`src/rtl/write_master.sv`:
```
// Avalon-MM write master: drains an internal FIFO into consecutive word addresses
// after a start pulse, then returns a one-cycle done pulse.
module write_master #(
  parameter int unsigned DATA_WIDTH = 32,
  parameter int unsigned FIFO_DEPTH = 16,
  parameter int unsigned FIFO_AW    = 4
) (
  input  logic                  iClk,
  input  logic                  iReset,
  input  logic                  iWM_start,
  input  logic [31:0]           iDest_address,
  input  logic [31:0]           iLength,
  input  logic                  iFifo_write,
  input  logic [DATA_WIDTH-1:0] iFifo_data,
  output logic                  oFifo_full,
  output logic [FIFO_AW:0]      oFifo_used,
  output logic [31:0]           oAddress,
  output logic                  oWrite,
  output logic [DATA_WIDTH-1:0] oWrite_data,
  output logic [3:0]            oByteenable,
  input  logic                  iWait_request,
  output logic                  oBusy,
  output logic                  oWM_done
);

  typedef enum logic [1:0] {StIdle, StWrite, StDone} state_e;

  localparam logic [FIFO_AW:0] FullCount = FIFO_DEPTH[FIFO_AW:0];

  state_e state_q, state_d;

  logic [31:0]           addr_q;
  logic [29:0]           words_q;
  logic [DATA_WIDTH-1:0] fifo_mem [FIFO_DEPTH];
  logic [FIFO_AW-1:0]    rd_ptr_q, wr_ptr_q;
  logic [FIFO_AW:0]      used_q, used_d;

  logic fifo_empty;
  logic fifo_full;
  logic push;
  logic pop;
  logic accept;
  logic start_idle;

  assign fifo_empty = (used_q == '0);
  assign fifo_full  = (used_q == FullCount);
  // A push while full is dropped even if the same cycle pops.
  assign push       = iFifo_write & ~fifo_full;
  assign accept     = oWrite & ~iWait_request;
  assign pop        = accept;
  assign start_idle = (state_q == StIdle) & iWM_start;

  assign oFifo_full  = fifo_full;
  assign oFifo_used  = used_q;
  assign oAddress    = addr_q;
  assign oWrite_data = fifo_mem[rd_ptr_q];
  assign oByteenable = 4'hF;

  // State register
  always_ff @(posedge iClk or posedge iReset) begin
    if (iReset) begin
      state_q <= StIdle;
    end else begin
      state_q <= state_d;
    end
  end

  // Next-state logic
  always_comb begin
    state_d = state_q;
    unique case (state_q)
      StIdle: begin
        if (iWM_start) begin
          state_d = (iLength[31:2] == '0) ? StDone : StWrite;
        end
      end
      StWrite: begin
        if (accept && (words_q == 30'd1)) begin
          state_d = StDone;
        end
      end
      StDone:  state_d = StIdle;
      default: state_d = StIdle;
    endcase
  end

  // Output logic
  always_comb begin
    oWrite   = 1'b0;
    oBusy    = 1'b0;
    oWM_done = 1'b0;
    unique case (state_q)
      StIdle: ;
      StWrite: begin
        oWrite = ~fifo_empty;
        oBusy  = 1'b1;
      end
      StDone: begin
        oBusy    = 1'b1;
        oWM_done = 1'b1;
      end
      default: ;
    endcase
  end

  // Address and remaining-word counter; both move only on an accept so the
  // Avalon address holds steady under waitrequest.
  always_ff @(posedge iClk or posedge iReset) begin
    if (iReset) begin
      addr_q  <= '0;
      words_q <= '0;
    end else if (start_idle) begin
      addr_q  <= {iDest_address[31:2], 2'b00};
      words_q <= iLength[31:2];
    end else if (accept) begin
      addr_q  <= addr_q + 32'd4;
      words_q <= words_q - 30'd1;
    end
  end

  always_comb begin
    used_d = used_q;
    if (push && !pop) begin
      used_d = used_q + (FIFO_AW+1)'(1);
    end else if (pop && !push) begin
      used_d = used_q - (FIFO_AW+1)'(1);
    end
  end

  always_ff @(posedge iClk or posedge iReset) begin
    if (iReset) begin
      rd_ptr_q <= '0;
      wr_ptr_q <= '0;
      used_q   <= '0;
    end else begin
      used_q <= used_d;
      if (push) begin
        wr_ptr_q <= wr_ptr_q + FIFO_AW'(1);
      end
      if (pop) begin
        rd_ptr_q <= rd_ptr_q + FIFO_AW'(1);
      end
    end
  end

  // Storage needs no reset; occupancy alone decides what is valid.
  always_ff @(posedge iClk) begin
    if (push) begin
      fifo_mem[wr_ptr_q] <= iFifo_data;
    end
  end

endmodule
```
`config.mk`:
```
export PLATFORM = sky130hd
export DESIGN_NAME = write_master
export DESIGN_NICKNAME = d
export VERILOG_FILES = /design/src/rtl/write_master.sv
export SDC_FILE = /design/constraint.sdc
export NUM_CORES = 1
export LEC_CHECK = 0
export ABC_AREA = 0
export CORE_MARGIN = 5
export CORE_UTILIZATION = 63
export CTS_CLUSTER_SIZE = 8
export DETAILED_ROUTE_END_ITERATION = 16
export DONT_BUFFER_PORTS = 1
export GPL_ROUTABILITY_DRIVEN = 1
export PLACE_DENSITY = 0.79
export SLEW_MARGIN = 20
export SYNTH_ARGS = -nofsm -noshare
export SYNTH_HDL_FRONTEND = slang
export SYNTH_SLANG_ARGS = --single-unit
```
`constraint.sdc`:
```
create_clock -name iClk -period 4.3 [get_ports iClk]
set_input_delay 0.43 -clock iClk [delete_from_list [all_inputs] [get_ports iClk]]
set_output_delay 0.43 -clock iClk [all_outputs]
set_load 0.05 [all_outputs]
```
==> results of run 1 <==
## layer usage
layer  up-vias  track usage  share of wire
met3       127      0.06014          0.086
met4         2      0.08938          0.031
met2       728       0.4771           0.53
li1       5206            -              -
met1      6515       0.3706           0.36
met5         -            0        0.00019
## area by class of cell
cell class,count,share of cell area
flip-flops and latches,587,0.6281
clock buffers,111,0.08172
inverters,15,0.002094
repair buffers,93,0.03569
clock inverters,5,0.002231
well taps,511,0.02326
multi-input cells,572,0.2269
## final timing paths
kind / start / to / slack (ns) / cells past startpoint
min in group asynchronous: iReset / oAddress[10] / 0.43 / 2
worst min register to register: words_q[21] / words_q[21] / 0.58 / 2
max in group asynchronous: iReset / oAddress[20] / 2.92 / 3
worst max register to register: oFifo_used[0] / oFifo_used[4] / 0.87 / 12
worst min-delay path: iDest_address[23] / oAddress[23] / 0.02 / 2
worst max-delay path: rd_ptr_q[0] / oWrite_data[1] / 0.69 / 3
## logic make-up after synthesis
| logic type | share of synthesized area |
|---|---|
| DFF | 0.7290 |
| and+or+nand+nor | 0.05166 |
| muxes | 0.1532 |
| buffers and inverters | 0.01449 |
| AOI/OAI and AO/OA | 0.01930 |
| xor gates and xnor gates | 0.02332 |
| adders and majority gates | 0.008777 |
| other | 0.0003173 |
## critical path, stage by stage (launching register included)
cell and delay [ns]:
dfrtp_4 0.89, buf_4 0.45, mux4_2 0.57, mux4_2 0.67
## cells in the mapped netlist (all sizes together) (2+ instances only)
cell type  instances
a21oi             55
a31oi              6
and3               4
buf               27
clkbuf            43
conb               2
dfrtp             75
edfxtp           512
ha                15
inv               15
mux4             160
nand2             32
nand2b             3
nand3             13
nand4             23
nor2              87
nor2b              5
nor3              24
nor3b              2
nor4              24
nor4b              4
o211ai             2
o21a               2
o21ai              8
o22ai              2
o311a              2
o31ai              2
or2                3
or3                8
or4                7
xnor2             41
xor2              22
## sequential cells by signal, summed over array words and instances (netlist names)
register,count
oFifo_used,5
words_q,30
oAddress,30
wr_ptr_q,4
state_q,2
fifo_mem,512
rd_ptr_q,4
## power breakdown
group	internal, mW	leakage [nW]	switching [mW]
sequential	7.05	5.46	1.41
combinational	2.31	2.26	3.57
clock	3.59	1.12	2.28
## through the flow
stage	hold WS (ns)	power, mW	instances	area (µm²)	util
final	0.01778	20.22	1894	27480	0.7349
after global routing	0.003724	20.99	1894	27480	0.7349
after CTS	0.0009590	20.34	1893	27470	0.7344
after detailed placement	0.4594	14.22	1725	24640	0.6588
after global placement	0.4520	14.06	1725	24640	0.6588
after floorplan	0.5284	12.80	1244	23700	-
## repair_timing
action,4_1_cts,5_1_grt
endpoints found under the hold margin,571,1
hold buffers,52,1
resized for setup,0,0
buffers inserted,0,0
==> reports/qor.csv, run 1 <==
stage;metric;value;unit
clock_tree;Clock Latency Late Sink;0.59;ns
sta;Tightest Pin Transition;1.089;ns
synthesis;Synth top area share;0.6497;
synthesis;Ys Warns;0;
outcome;status;finished, final reports clean;
routing;DRC viols;0;
synthesis;Yosys cell types;47;
synthesis;Avg Inst Size Synth;19.08;µm²
placement;pre-CTS setup slack;0.8677;ns
setup_path;critical path fanouts, max;32;
job;Max-Cap Viols;0;
global_routing;initial antenna violation count;1;
die;Core Area;37400;µm²
clock_tree;CTS tree;done;
die;Die ar.;41540;µm²
clock_tree;clk root buf;clkbuf_16;
clock_tree;Worst-path clk slew;0.05;ns
cells_and_area;Area Growth Syn to Fin;16.14;%
routing;drt first-iter violations;1490;
hold_path;hold crit path type;input port to register;
synthesis;Main synth FF type;edfxtp_1;
sta;Tcrit/Tclk final;0.8395;
cells_and_area;share of cells above drive strength 1;0.2328;
setup_path;crit end category;primary output;
sta;Hold Fails Final Rpt;0;
sta;Final Skew;0.01943;ns
synthesis;area leader, netlist;edfxtp_1;
clock_tree;clk buf depth;3;
setup_path;Arr. time, crit path;3.18;ns
cells_and_area;number of nets in the layout;1469;
die;Rows;71;
routing;vias;12578;
die;# IOs;178;
synthesis;Seq/Total Area, Yosys;0.7290;
sta;max_slew headroom;0.2737;
sta;final worst setup slack;0.6900;ns
sta;Final Setup Violations;0;
pwr;leakage power;8.842;nW
synthesis;Cell Area, Synth;23670;µm²
routing;final WL;57.01;mm
global_routing;largest net degree at the start of global routing;121;
sta;Max Freq;0.2770;GHz
routing;Routed Antenna Nets;0;
die;die height;203.8;µm
die;Die Wd;203.8;µm
synthesis;Post-synth EDFFs;512;
placement;GP Congestion;0.8387;
setup_path;CP required;3.87;ns
global_routing;GRT Overall Usage;0.2805;
sta;unrepaired setup endpoints after global routing;no;
sta;clock period minus worst slack;3.610;ns
cells_and_area;FF/Latch Area;17260;µm²
cells_and_area;# fillers;2037;
synthesis;#FFs+latches synth;587;
pwr;PD cells;735.7;nW/µm²
synthesis;fraction of registers with async set/reset;0.1278;
placement;PortBufs;0;
routing;Avg Vias per Cell;6.641;
cells_and_area;Ant. Diodes;0;
setup_path;startpoint types;register;
routing;DRT Pass-1 Iters;5;
sta;Max Slew Vio Count;0;
global_routing;vias in the first global route;13377;
cells_and_area;commonest non-fill, non-tap cell in the layout;edfxtp_1;
setup_path;WS Path Type;register to primary output;
synthesis;Area contributors post-synth;edfxtp_1 65%, mux4_2 15%, dfrtp_1 7.9%;
pwr;worst ir drop on vdd;0.4611;mV
sta;final setup TNS;0;ns
clock_tree;CTS H-tree depth;3;
die;Initial Util;0.6328;
global_routing;Overflow after GRT;0;
global_routing;first-pass GRT wire length;85.75;mm
clock_tree;CTS sink count;587;
placement;DPL Wire Length;29.96;mm
clock_tree;Num CTS Buffers;83;
cells_and_area;most frequent cells in the layout;512 x edfxtp_1, 160 x mux4_2, 86 x clkbuf_16, 75 x nor2_1, 71 x dfrtp_1;
cells_and_area;Multi-input gate area;6237;µm²
routing;wire length per cell;30.10;µm
synthesis;Gate Count Post-Synth;1240;
(Power assumes the default switching activity.)
==> run 2, diff against run 1 <==
Settings changed: CORE_UTILIZATION 63 to 57, PLACE_DENSITY 0.79 to 0.75.
Clock period 4.3 ns to 3 ns, I/O delays scaled along.
==> reports/qor.csv, run 2 (same netlist as run 1, synthesis figures left out) <==
stage;metric;value;unit
routing;final WL;55.90;mm
routing;wire length per cell;27.90;µm
pwr;worst ir drop on vdd;0.7459;mV
sta;Final Setup Violations;0;
cells_and_area;Multi-input gate area;6265;µm²
cells_and_area;# fillers;2464;
setup_path;startpoint types;register;
routing;DRC viols;0;
sta;Final Skew;0.02689;ns
placement;PortBufs;0;
setup_path;r2r startpoint;oFifo_used[3];
routing;Avg Vias per Cell;6.373;
die;Die Wd;213.8;µm
cells_and_area;share of cells above drive strength 1;0.2583;
global_routing;initial antenna violation count;2;
sta;Max Slew Vio Count;0;
routing;drt first-iter violations;1412;
sta;Max Freq;0.3384;GHz
global_routing;Overflow after GRT;0;
die;Core Area;40920;µm²
setup_path;WS Path Type;register to primary output;
cells_and_area;Area Growth Syn to Fin;20.35;%
sta;Tcrit/Tclk final;0.9851;
global_routing;vias in the first global route;13577;
pwr;leakage power;9.303;nW
routing;vias;12771;
cells_and_area;number of nets in the layout;1559;
cells_and_area;commonest non-fill, non-tap cell in the layout;edfxtp_1;
setup_path;critical path fanouts, max;21;
setup_path;crit end category;primary output;
placement;DPL Wire Length;29.80;mm
clock_tree;clk root buf;clkbuf_16;
cells_and_area;max reg flops;512;
pwr;PD cells;1043;nW/µm²
job;Max-Cap Viols;0;
sta;Tightest Pin Transition;1.123;ns
routing;DRT Pass-1 Iters;6;
placement;GP Congestion;0.8362;
pwr;Tot Pwr;29.71;mW
cells_and_area;Biggest register;fifo_mem;
global_routing;first-pass GRT wire length;84.96;mm
sta;clock period minus worst slack;2.955;ns
clock_tree;Num CTS Buffers;83;
die;Die ar.;45690;µm²
setup_path;Arr. time, crit path;2.66;ns
sta;max_slew headroom;0.2495;
sta;unrepaired setup endpoints after global routing;yes;
setup_path;CP required;2.70;ns
hold_path;hold crit path type;input port to register;
hold_path;hold_sp;iWait_request;
die;Rows;74;
die;# IOs;178;
cells_and_area;most frequent cells in the layout;512 x edfxtp_1, 160 x mux4_2, 94 x dlygate4sd3_1, 86 x clkbuf_16, 74 x nor2_1;
sta;hold_ws;0.05448;ns
outcome;status;finished, final reports clean;
clock_tree;clk buf depth;3;
die;die height;213.8;µm
global_routing;GRT Overall Usage;0.2495;
clock_tree;Worst-path clk slew;0.05;ns
clock_tree;Clock Latency Late Sink;0.60;ns
sta;final setup TNS;0;ns
clock_tree;CTS tree;done;
sta;Hold Fails Final Rpt;0;
routing;Routed Antenna Nets;0;
global_routing;largest net degree at the start of global routing;84;
clock_tree;CTS H-tree depth;3;
die;Initial Util;0.5783;
setup_path;Worst Setup SP;rd_ptr_q[0];
clock_tree;CTS sink count;587;
cells_and_area;FF/Latch Area;17270;µm²
==> run 2: cell types whose count changed in the layout (fill, tap and decap cells not counted), moves of 2 or more <==
cell,change
dfrtp_1,-4
buf_12,+5
dlygate4sd3_1,+41
buf_4,+39
clkbuf_1,-2
ha_4,+2
ha_1,-2
dfrtp_2,+4
buf_16,+4
==> run 2: timing repair <==
| item | CTS | global route |
|---|---|---|
| setup buffers | 6 | 0 |
| hold buffers | 94 | 0 |
| setup endpoints to repair | 31 | 4 |
| hold endpoints to repair | 615 | 0 |
| gates cloned | 0 | 1 |
| gates resized for setup | 1 | 1 |
==> run 2: final timing paths <==
| check | end | slack (ns) | cells past startpoint |
|---|---|---|---|
| setup / recovery | oWrite_data[13] | 0.04 | 4 |
| hold / removal | state_q[1] | 0.05 | 3 |
| setup reg to reg | oFifo_used[4] | 0.21 | 12 |
| hold reg to reg | wr_ptr_q[2] | 0.56 | 1 |
| max in group asynchronous | oFifo_used[1] | 1.93 | 3 |
| min in group asynchronous | oAddress[21] | 0.29 | 2 |
==> run 2: per-stage QoR <==
stage / std cells / util / area (µm²) / setup WS (ns)
finish: 2004 / 0.6959 / 28480 / 0.04478
global route: 2004 / 0.6959 / 28480 / 0.0004918
CTS: 2000 / 0.6937 / 28390 / 0.007144
detailed placement: 1786 / 0.6129 / 25080 / 0.2234
global placement: 1786 / 0.6129 / 25080 / 0.2458
floorplan: 1244 / - / 23830 / -0.1248
==> run 2: final cells by class <==
class,instances,area share
clock buffers,108,0.07771
flip-flops and latches,587,0.6062
inverters,15,0.002109
diodes,1,0.00008786
multi-input cells,572,0.2200
well taps,532,0.02337
clock inverters,6,0.003119
repair buffers,183,0.06739
==> run 2: per-layer routing <==
metal / share of wire / up-vias / track usage / routed length, µm
met5: 0.00023 / - / 0 / 13
met4: 0.018 / 2 / 0.06425 / 1033
met3: 0.074 / 99 / 0.04682 / 4162
met2: 0.52 / 643 / 0.4236 / 29220
met1: 0.38 / 6625 / 0.3410 / 21470
li1: - / 5402 / - / -
==> run 2: worst max-delay path, stage by stage, from the launching register on <==
cell	delay (ns)
dfrtp_4	0.43
buf_12	0.16
buf_16	0.21
mux4_2	0.56
mux4_2	0.66
==> run 2: where the power goes <==
group / switching, mW / internal, mW / total, mW
logic: 6.26 / 3.93 / 10.2
clock network: 3.26 / 5.17 / 8.43
registers: 0.959 / 10.1 / 11.1
